===== src/rtl/mac_pkg.sv =====
// Shared widths, saturation limits and pipeline tag type for the multi-lane MAC.
package mac_pkg;

    typedef struct packed {
        logic vld;
        logic eof;
    } beat_tag_t;

    function automatic int prod_width(input int aw, input int bw);
        return aw + bw;
    endfunction

    function automatic int tree_width(input int aw, input int bw, input int n);
        return aw + bw + $clog2(n);
    endfunction

    // Limits are returned in 64 bits; callers keep the low OUT_WIDTH bits.
    function automatic logic [63:0] sat_max(input int ow);
        return (64'd1 << (ow - 1)) - 64'd1;
    endfunction

    function automatic logic [63:0] sat_min(input int ow);
        return ~sat_max(ow);
    endfunction

endpackage


===== src/rtl/mac_adder_tree.sv =====
// Combinational signed reduction: one pairwise level per instance, recursing until one operand remains.
module mac_adder_tree #(
    parameter int N_OPS = 4,
    parameter int IN_W  = 16,
    parameter int OUT_W = IN_W + $clog2(N_OPS)
) (
    input  logic [N_OPS*IN_W-1:0] i_ops,
    output logic [OUT_W-1:0]      o_sum
);

    generate
        if (N_OPS == 1) begin : g_leaf
            if (OUT_W > IN_W) begin : g_ext
                assign o_sum = {{(OUT_W-IN_W){i_ops[IN_W-1]}}, i_ops};
            end else begin : g_trunc
                assign o_sum = i_ops[OUT_W-1:0];
            end
        end else begin : g_lvl
            localparam int N_NXT = (N_OPS + 1) / 2;
            logic [N_NXT*(IN_W+1)-1:0] w_nxt;

            for (genvar j = 0; j < N_NXT; j++) begin : g_node
                logic [IN_W-1:0] w_lo;
                assign w_lo = i_ops[2*j*IN_W +: IN_W];
                if (2*j + 1 < N_OPS) begin : g_pair
                    logic [IN_W-1:0] w_hi;
                    assign w_hi = i_ops[(2*j+1)*IN_W +: IN_W];
                    assign w_nxt[j*(IN_W+1) +: IN_W+1] = {w_lo[IN_W-1], w_lo} + {w_hi[IN_W-1], w_hi};
                end else begin : g_pass
                    // Odd operand rides up to the next level unchanged.
                    assign w_nxt[j*(IN_W+1) +: IN_W+1] = {w_lo[IN_W-1], w_lo};
                end
            end

            mac_adder_tree #(
                .N_OPS (N_NXT),
                .IN_W  (IN_W + 1),
                .OUT_W (OUT_W)
            ) u_nxt (
                .i_ops (w_nxt),
                .o_sum (o_sum)
            );
        end
    endgenerate

endmodule


===== src/rtl/mac_array.sv =====
// Multi-lane signed MAC: multiply, adder-tree reduce, then accumulate per frame.
// Three register stages; enable freezes the whole pipeline including outputs.
module mac_array
    import mac_pkg::*;
#(
    parameter int N_LANES   = 4,
    parameter int A_WIDTH   = 8,
    parameter int B_WIDTH   = 8,
    parameter int OUT_WIDTH = 20,
    parameter int SATURATE  = 0
) (
    input  logic                          clk,
    input  logic                          reset,
    input  logic                          enable,
    input  logic                          valid_in,
    input  logic                          eof,
    input  logic [N_LANES*A_WIDTH-1:0]    a,
    input  logic [N_LANES*B_WIDTH-1:0]    b,
    output logic signed [OUT_WIDTH-1:0]   result,
    output logic                          valid_out,
    output logic                          last_out,
    output logic                          ovf
);

    localparam int          PW        = prod_width(A_WIDTH, B_WIDTH);
    localparam logic [63:0] SAT_MAX64 = sat_max(OUT_WIDTH);
    localparam logic [63:0] SAT_MIN64 = sat_min(OUT_WIDTH);

    logic [N_LANES*PW-1:0]  w_prod;
    logic [N_LANES*PW-1:0]  r_prod;
    beat_tag_t              r_tag1;
    logic [OUT_WIDTH:0]     w_tree;
    logic [OUT_WIDTH:0]     r_tree;
    beat_tag_t              r_tag2;

    logic [OUT_WIDTH-1:0]   r_result;
    logic                   r_valid;
    logic                   r_last;
    logic                   r_ovf;
    logic                   r_first;

    logic [OUT_WIDTH:0]     w_base;
    logic [OUT_WIDTH:0]     w_sum;
    logic                   w_ovf;
    logic [OUT_WIDTH-1:0]   w_next;

    generate
        for (genvar i = 0; i < N_LANES; i++) begin : g_lane
            logic [PW-1:0] w_ax;
            logic [PW-1:0] w_bx;
            assign w_ax = {{B_WIDTH{a[i*A_WIDTH+A_WIDTH-1]}}, a[i*A_WIDTH +: A_WIDTH]};
            assign w_bx = {{A_WIDTH{b[i*B_WIDTH+B_WIDTH-1]}}, b[i*B_WIDTH +: B_WIDTH]};
            // Low PW bits of the extended product are the exact signed product.
            assign w_prod[i*PW +: PW] = w_ax * w_bx;
        end
    endgenerate

    mac_adder_tree #(
        .N_OPS (N_LANES),
        .IN_W  (PW),
        .OUT_W (OUT_WIDTH + 1)
    ) u_tree (
        .i_ops (r_prod),
        .o_sum (w_tree)
    );

    assign w_base = r_first ? '0 : {r_result[OUT_WIDTH-1], r_result};
    assign w_sum  = w_base + r_tree;
    assign w_ovf  = w_sum[OUT_WIDTH] ^ w_sum[OUT_WIDTH-1];

    always_comb begin
        w_next = w_sum[OUT_WIDTH-1:0];
        if (SATURATE != 0 && w_ovf) begin
            w_next = w_sum[OUT_WIDTH] ? SAT_MIN64[OUT_WIDTH-1:0] : SAT_MAX64[OUT_WIDTH-1:0];
        end
    end

    always_ff @(posedge clk or negedge reset) begin
        if (!reset) begin
            r_prod <= '0;
            r_tag1 <= '0;
            r_tree <= '0;
            r_tag2 <= '0;
        end else if (enable) begin
            r_prod <= w_prod;
            r_tag1 <= '{vld: valid_in, eof: valid_in & eof};
            r_tree <= w_tree;
            r_tag2 <= r_tag1;
        end
    end

    // Bubbles leave result, ovf and the frame-start flag untouched.
    always_ff @(posedge clk or negedge reset) begin
        if (!reset) begin
            r_result <= '0;
            r_valid  <= 1'b0;
            r_last   <= 1'b0;
            r_ovf    <= 1'b0;
            r_first  <= 1'b1;
        end else if (enable) begin
            r_valid <= r_tag2.vld;
            r_last  <= r_tag2.vld & r_tag2.eof;
            if (r_tag2.vld) begin
                r_result <= w_next;
                r_ovf    <= w_ovf | (r_ovf & ~r_first);
                r_first  <= r_tag2.eof;
            end
        end
    end

    assign result    = r_result;
    assign valid_out = r_valid;
    assign last_out  = r_last;
    assign ovf       = r_ovf;

endmodule


===== config.mk =====
export PLATFORM = sky130hd
export DESIGN_NAME = mac_array
export DESIGN_NICKNAME = d
export VERILOG_FILES = /design/src/rtl/mac_pkg.sv /design/src/rtl/mac_adder_tree.sv /design/src/rtl/mac_array.sv
export SDC_FILE = /design/constraint.sdc
export NUM_CORES = 1
export LEC_CHECK = 0
export BUFFER_PORTS_ARGS = -buffer_cell sky130_fd_sc_hd__buf_2
export CORE_ASPECT_RATIO = 0.75
export CORE_MARGIN = 4
export CORE_UTILIZATION = 35
export CTS_BUF_LIST = sky130_fd_sc_hd__clkbuf_16
export CTS_CLUSTER_SIZE = 14
export DETAILED_ROUTE_END_ITERATION = 16
export HOLD_SLACK_MARGIN = 0.02
export PLACE_DENSITY_LB_ADDON = 0.15
export SLEW_MARGIN = 30
export SYNTH_ARGS = -nofsm -noshare
export SYNTH_HDL_FRONTEND = slang
export SYNTH_SLANG_ARGS = --single-unit

===== constraint.sdc =====
create_clock -name clk -period 4.7 [get_ports clk]
set_input_delay 0.94 -clock clk [delete_from_list [all_inputs] [get_ports clk]]
set_output_delay 0.94 -clock clk [all_outputs]
set_load 0.1 [all_outputs]

### Word-level counts from Yosys, hierarchy flattened

Cells that the tools add are included.

| word-level totals | value |
|---|---|
| flip-flop bits (word level) | 110 |
| logic and storage cells | 27 |

| operators by class | value |
|---|---|
| add/sub/neg operators | 4 |
| multiply operators | 4 |
| muxes and demuxes | 1 |
| bitwise logic cells | 6 |
| reduce and logical (&&, ||, !) cells | 1 |

Operators with widths:

| kind | number |
|---|---|
| $mul 8x8->16 | 4 |
| $add 16x16->17 | 2 |
| $add 21x21->21 | 1 |
| $mux 21 | 1 |
| $add 17x17->18 | 1 |
| $and 1x1->1 | 3 |
| $reduce_and 2->1 | 1 |
| $not 1->1 | 1 |
| $or 1x1->1 | 1 |
| $xor 1x1->1 | 1 |

### Depth between registers and ports, before layout

| depth | value |
|---|---|
| depth in word-level cells | 4 |
| gate-level depth with buffers | 18 |
| mapped depth without buffers | 18 |

### Modules after synthesis

From an unflattened synthesis, not the netlist that was laid out.

| second synthesis, totals | value |
|---|---|
| cells, all modules | 1874 |
| area, all modules | 17563.1 um2 |

By module, submodules not included:

| module | instances | cells each | area each (um2) | sequential area each (um2) |
|---|---|---|---|---|
| mac_array | 1 | 1547 | 15056.9 | 2829.0 |
| mac_adder_tree at u_tree | 1 | 190 | 1432.6 | 0.0 |
| mac_adder_tree at u_tree.g_lvl.u_nxt | 1 | 116 | 915.9 | 0.0 |
| mac_adder_tree at u_tree.g_lvl.u_nxt.g_lvl.u_nxt | 1 | 21 | 157.7 | 0.0 |

### Least setup slack after synthesis

OpenSTA, ideal clock, no wires.

| path | value |
|---|---|
| kind | input to register |
| start point | input port a[29] |
| end point | register r_prod[62] |
| library setup time | 0.139 ns |
| data arrival time | 4.726 ns |
| required time | 4.561 ns |
| slack | -0.165 ns |
| stages | 17 |
| path buffers | 0 |
| path through | and2_1 > fa_1 > inv_1 > fa_1 > inv_1 > fa_1 > inv_1 > fa_1 > inv_1 > ha_1 > o21ai_1 > a21oi_1 > o21ai_1 > a21boi_1 > o211ai_1 > a21oi_1 > or4b_1 |

| on the way | value |
|---|---|
| cells in the longest elaborated chain, start to end | 1 |

Ends and longest elaborated chain:

| element | line | source |
|---|---|---|
| from (decl) | mac_array.sv:17 | `input logic [N_LANES*A_WIDTH-1:0] a,` |
| $mul 8x8->16 | mac_array.sv:54 | `assign w_prod[i*PW +: PW] = w_ax * w_bx;` |
| to (signal assigned) | mac_array.sv:85 | `r_prod <= w_prod;` |
| to (decl) | mac_array.sv:30 | `logic [N_LANES*PW-1:0] r_prod;` |

No other way between the ends.
A chain may end at the register's enable or synchronous reset.

### Final worst setup path

| path | value |
|---|---|
| start point | input port b[26] |
| end point | register r_prod[62] |

| on the way | value |
|---|---|
| cells in the longest elaborated chain, start to end | 1 |

Ends and longest elaborated chain:

| element | line | source |
|---|---|---|
| from (decl) | mac_array.sv:18 | `input logic [N_LANES*B_WIDTH-1:0] b,` |
| $mul 8x8->16 | mac_array.sv:54 |  |

No other way between the ends.

==> flow_summary.json <==
{
  "wl_um": 37100,
  "wl_met3_um": 1060,
  "drc": 0,
  "tightest_slew_ps": 776,
  "yosysWarningCount": 0,
  "final_max_slew_viol_count": 0,
  "critPathKind": "input pin to flip-flop",
  "grt_pass1_vias": 12342,
  "vias": 11916,
  "antenna_found_initial": 0,
  "die_area_um2": 50400,
  "synthCells": 1699,
  "holdWs_ps": 493,
  "hpwl_um": 31700,
  "synthFlopType": "dfrtp_1",
  "clkTransAtPathRegs_ps": 70,
  "drtPass1Iterations": 4,
  "grt_overflow": 0,
  "wl_per_cell_um": 14.2,
  "postCtsHoldBufs": 0,
  "rsz0062_at_grt": "true",
  "start_util_pct": 35.5,
  "netlist_top_cells_area": "fa_1 (31%), dfrtp_1 (17%), ha_1 (12%), inv_1 (8.1%), and2_1 (6.3%)",
  "setup_violations": 0,
  "ys_ff_latch": 110,
  "synth_nets": 2175,
  "synth_largest_area_cell": "fa_1",
  "synth.top_cell.area_share_pct": 31.0,
  "grtUsageTotal_pct": 15.2,
  "grt_pass1_wl_um": 63700,
  "coreArea_um2": 46100,
  "die_x_um": 258,
  "place.gp.congestion": 0.826,
  "wl_met2_um": 16400,
  "cp-end-kind": "flip-flop",
  "h-tree-depth": 3,
  "syn_avg_cell_area_um2": 9.64,
  "vias_per_cell": 4.57,
  "ys_seq_area_share_pct": 16.8,
  "hold_class": "flip-flop to flip-flop",
  "cts_tree": "built",
  "async_flop_share_pct": 100,
  "drtIter0Drc": 459,
  "clk_latency_ps": 360,
  "ant_nets": 0,
  "drv_cap": 0,
  "fmax_ghz": 0.214,
  "skew_ps": 9.98,
  "cts_made_buffers": 9,
  "layout.nets": 2446,
  "boundaryPins": 92,
  "status": "complete, no violations",
  "crit_path_start_kind": "input pin",
  "wirelength_met1_um": 19400,
  "hold_violations": 0,
  "synth_area_um2": 16400,
  "cts_buffer_depth": 2,
  "clockRootBuffer": "clkbuf_16",
  "synth_edf_count": 0,
  "arrival_ps": 4920,
  "cp_max_fo": 6,
  "drive_gt1_share_pct": 24.5,
  "diodes": 0,
  "numPortBuffers": 91,
  "rows": 68,
  "fin_crit_ps": 4680,
  "slew-limit-headroom_pct": 48.3,
  "cp_data_required_time_ps": 4930,
  "fin_crit_sh_pct": 99.6,
  "topRoutingLayerUsed": "met4",
  "area_growth_pct": 21.1,
  "clock-sinks": 110,
  "die_h_um": 195,
  "grt_max_degree": 58,
  "synth_cell_type_count": 63
}
-- what timing repair did --
item,4_1_cts,5_1_grt
buffers inserted,0,7
pin swaps,3,63
endpoints found under the setup margin,3,18
gates resized for setup,4,134
-- area by class of cell --
cell class                 count  area [µm²]
clock buffer                   9         225
clock inverter                 7        70.1
fill                        4551       26300
inverter                     354        1330
multi-input combinational   1214       12700
sequential                   110        2750
tap                          630         788
timing repair buffer         281        1970
-- metrics by stage --
stage          instances  worst slack [ps]  setup TNS [ps]  instance area [µm²]  util (%)
6_report            2605              17.2               0                19800      43.0
4_1_cts             2598              1.12               0                19300      41.8
5_1_grt             2605              -129            -373                19800      43.0
3_5_place_dp        2582              -457           -6180                19000      41.1
3_3_place_gp        2582              -387           -5260                19000      41.1
2_1_floorplan       1699             -76.6            -153                16400         -
-- registers in the layout, indices dropped and copies added (netlist names) --
| name | flops |
|---|---|
| valid_out | 1 |
| r_tree | 18 |
| r_first | 1 |
| r_tag2 | 2 |
| result | 20 |
| r_prod | 64 |
| r_tag1 | 2 |
| ovf | 1 |
| last_out | 1 |
-- path summary, 6_finish.rpt --
kind                       cells after the start  slack [ps]              startpoint                     end
min                                            2         490  result[10]$_DFFE_PN0P_  result[10]$_DFFE_PN0P_
min reg2reg                                    2         490  result[10]$_DFFE_PN0P_  result[10]$_DFFE_PN0P_
max in group asynchronous                      2        3270                   reset     r_first$_DFFE_PN1P_
max                                           18          20                   b[26]  r_prod[62]$_DFFE_PN0P_
min in group asynchronous                      1         650                   reset    last_out$_DFFE_PN0P_
max reg2reg                                   13         870   r_prod[1]$_DFFE_PN0P_  r_tree[13]$_DFFE_PN0P_
-- cells by family (layout without fill, tap and decap cells) --
logic type               Yosys count  after routing  synth area share, %
AND/OR/NAND/NOR                  458            458                 15.2
adder cells (fa/ha/maj)          407            407                 42.7
buffers and inverters            375            651                 8.68
multiplexers                      56             56                 3.84
XOR/XNOR                          81             81                 4.33
flip-flops                       110            110                 16.8
AO/OA/AOI/OAI                    212            212                 8.40
-- cells in the final DEF, fill, tap and decap left out, types with 16 or more instances in the layout --
cell	count
inv_1	332
fa_1	247
buf_4	198
and2_1	152
ha_1	132
nand2_1	119
dfrtp_1	109
buf_2	75
xnor2_1	59
mux2_2	54
nor2b_1	46
a21oi_1	44
o21ai_0	30
nor2_1	28
inv_2	22
nor3_1	20
a21o_1	19
xor2_1	18
nand3_1	17
o21a_1	16
ha_4	16
-- layer usage --
layer / track usage [%] / vias up
met2: 23.4 / 125
met3: 2.04 / 12
met5: 0 / -
li1: - / 5893
met1: 23.7 / 5886
met4: 1.43 / 0
-- cell usage after synthesis (5+ instances only) --
| library cell | count |
|---|---|
| fa_1 | 254 |
| a21o_1 | 19 |
| o21ai_0 | 30 |
| inv_1 | 354 |
| nor2_1 | 29 |
| mux2_2 | 55 |
| xor2_1 | 18 |
| nand2_1 | 121 |
| nor3_1 | 20 |
| nand3_1 | 18 |
| and2_1 | 164 |
| o21bai_1 | 8 |
| nand2b_1 | 11 |
| nor2b_1 | 53 |
| dfrtp_1 | 109 |
| ha_1 | 153 |
| a21boi_1 | 5 |
| o21a_1 | 16 |
| and3_1 | 8 |
| o31ai_1 | 10 |
| a211oi_1 | 5 |
| nand4_1 | 6 |
| a211o_1 | 5 |
| clkbuf_1 | 18 |
| o21ai_1 | 26 |
| xnor2_1 | 63 |
| a21oi_1 | 55 |
-- worst max-delay path: stages --
cell and delay (ps):
buf_8 110, and2_4 150, fa_1 550, inv_2 40
fa_1 520, inv_1 50, fa_1 470, inv_1 50
fa_1 490, inv_2 50, ha_4 220, o21ai_4 70
a21oi_2 90, o21ai_2 180, a21boi_2 80, o211ai_1 260
a21oi_1 100, or4b_1 490
Power is not shown: default switching activity piles up to over one toggle a cycle in this logic, so the estimate is an artifact.
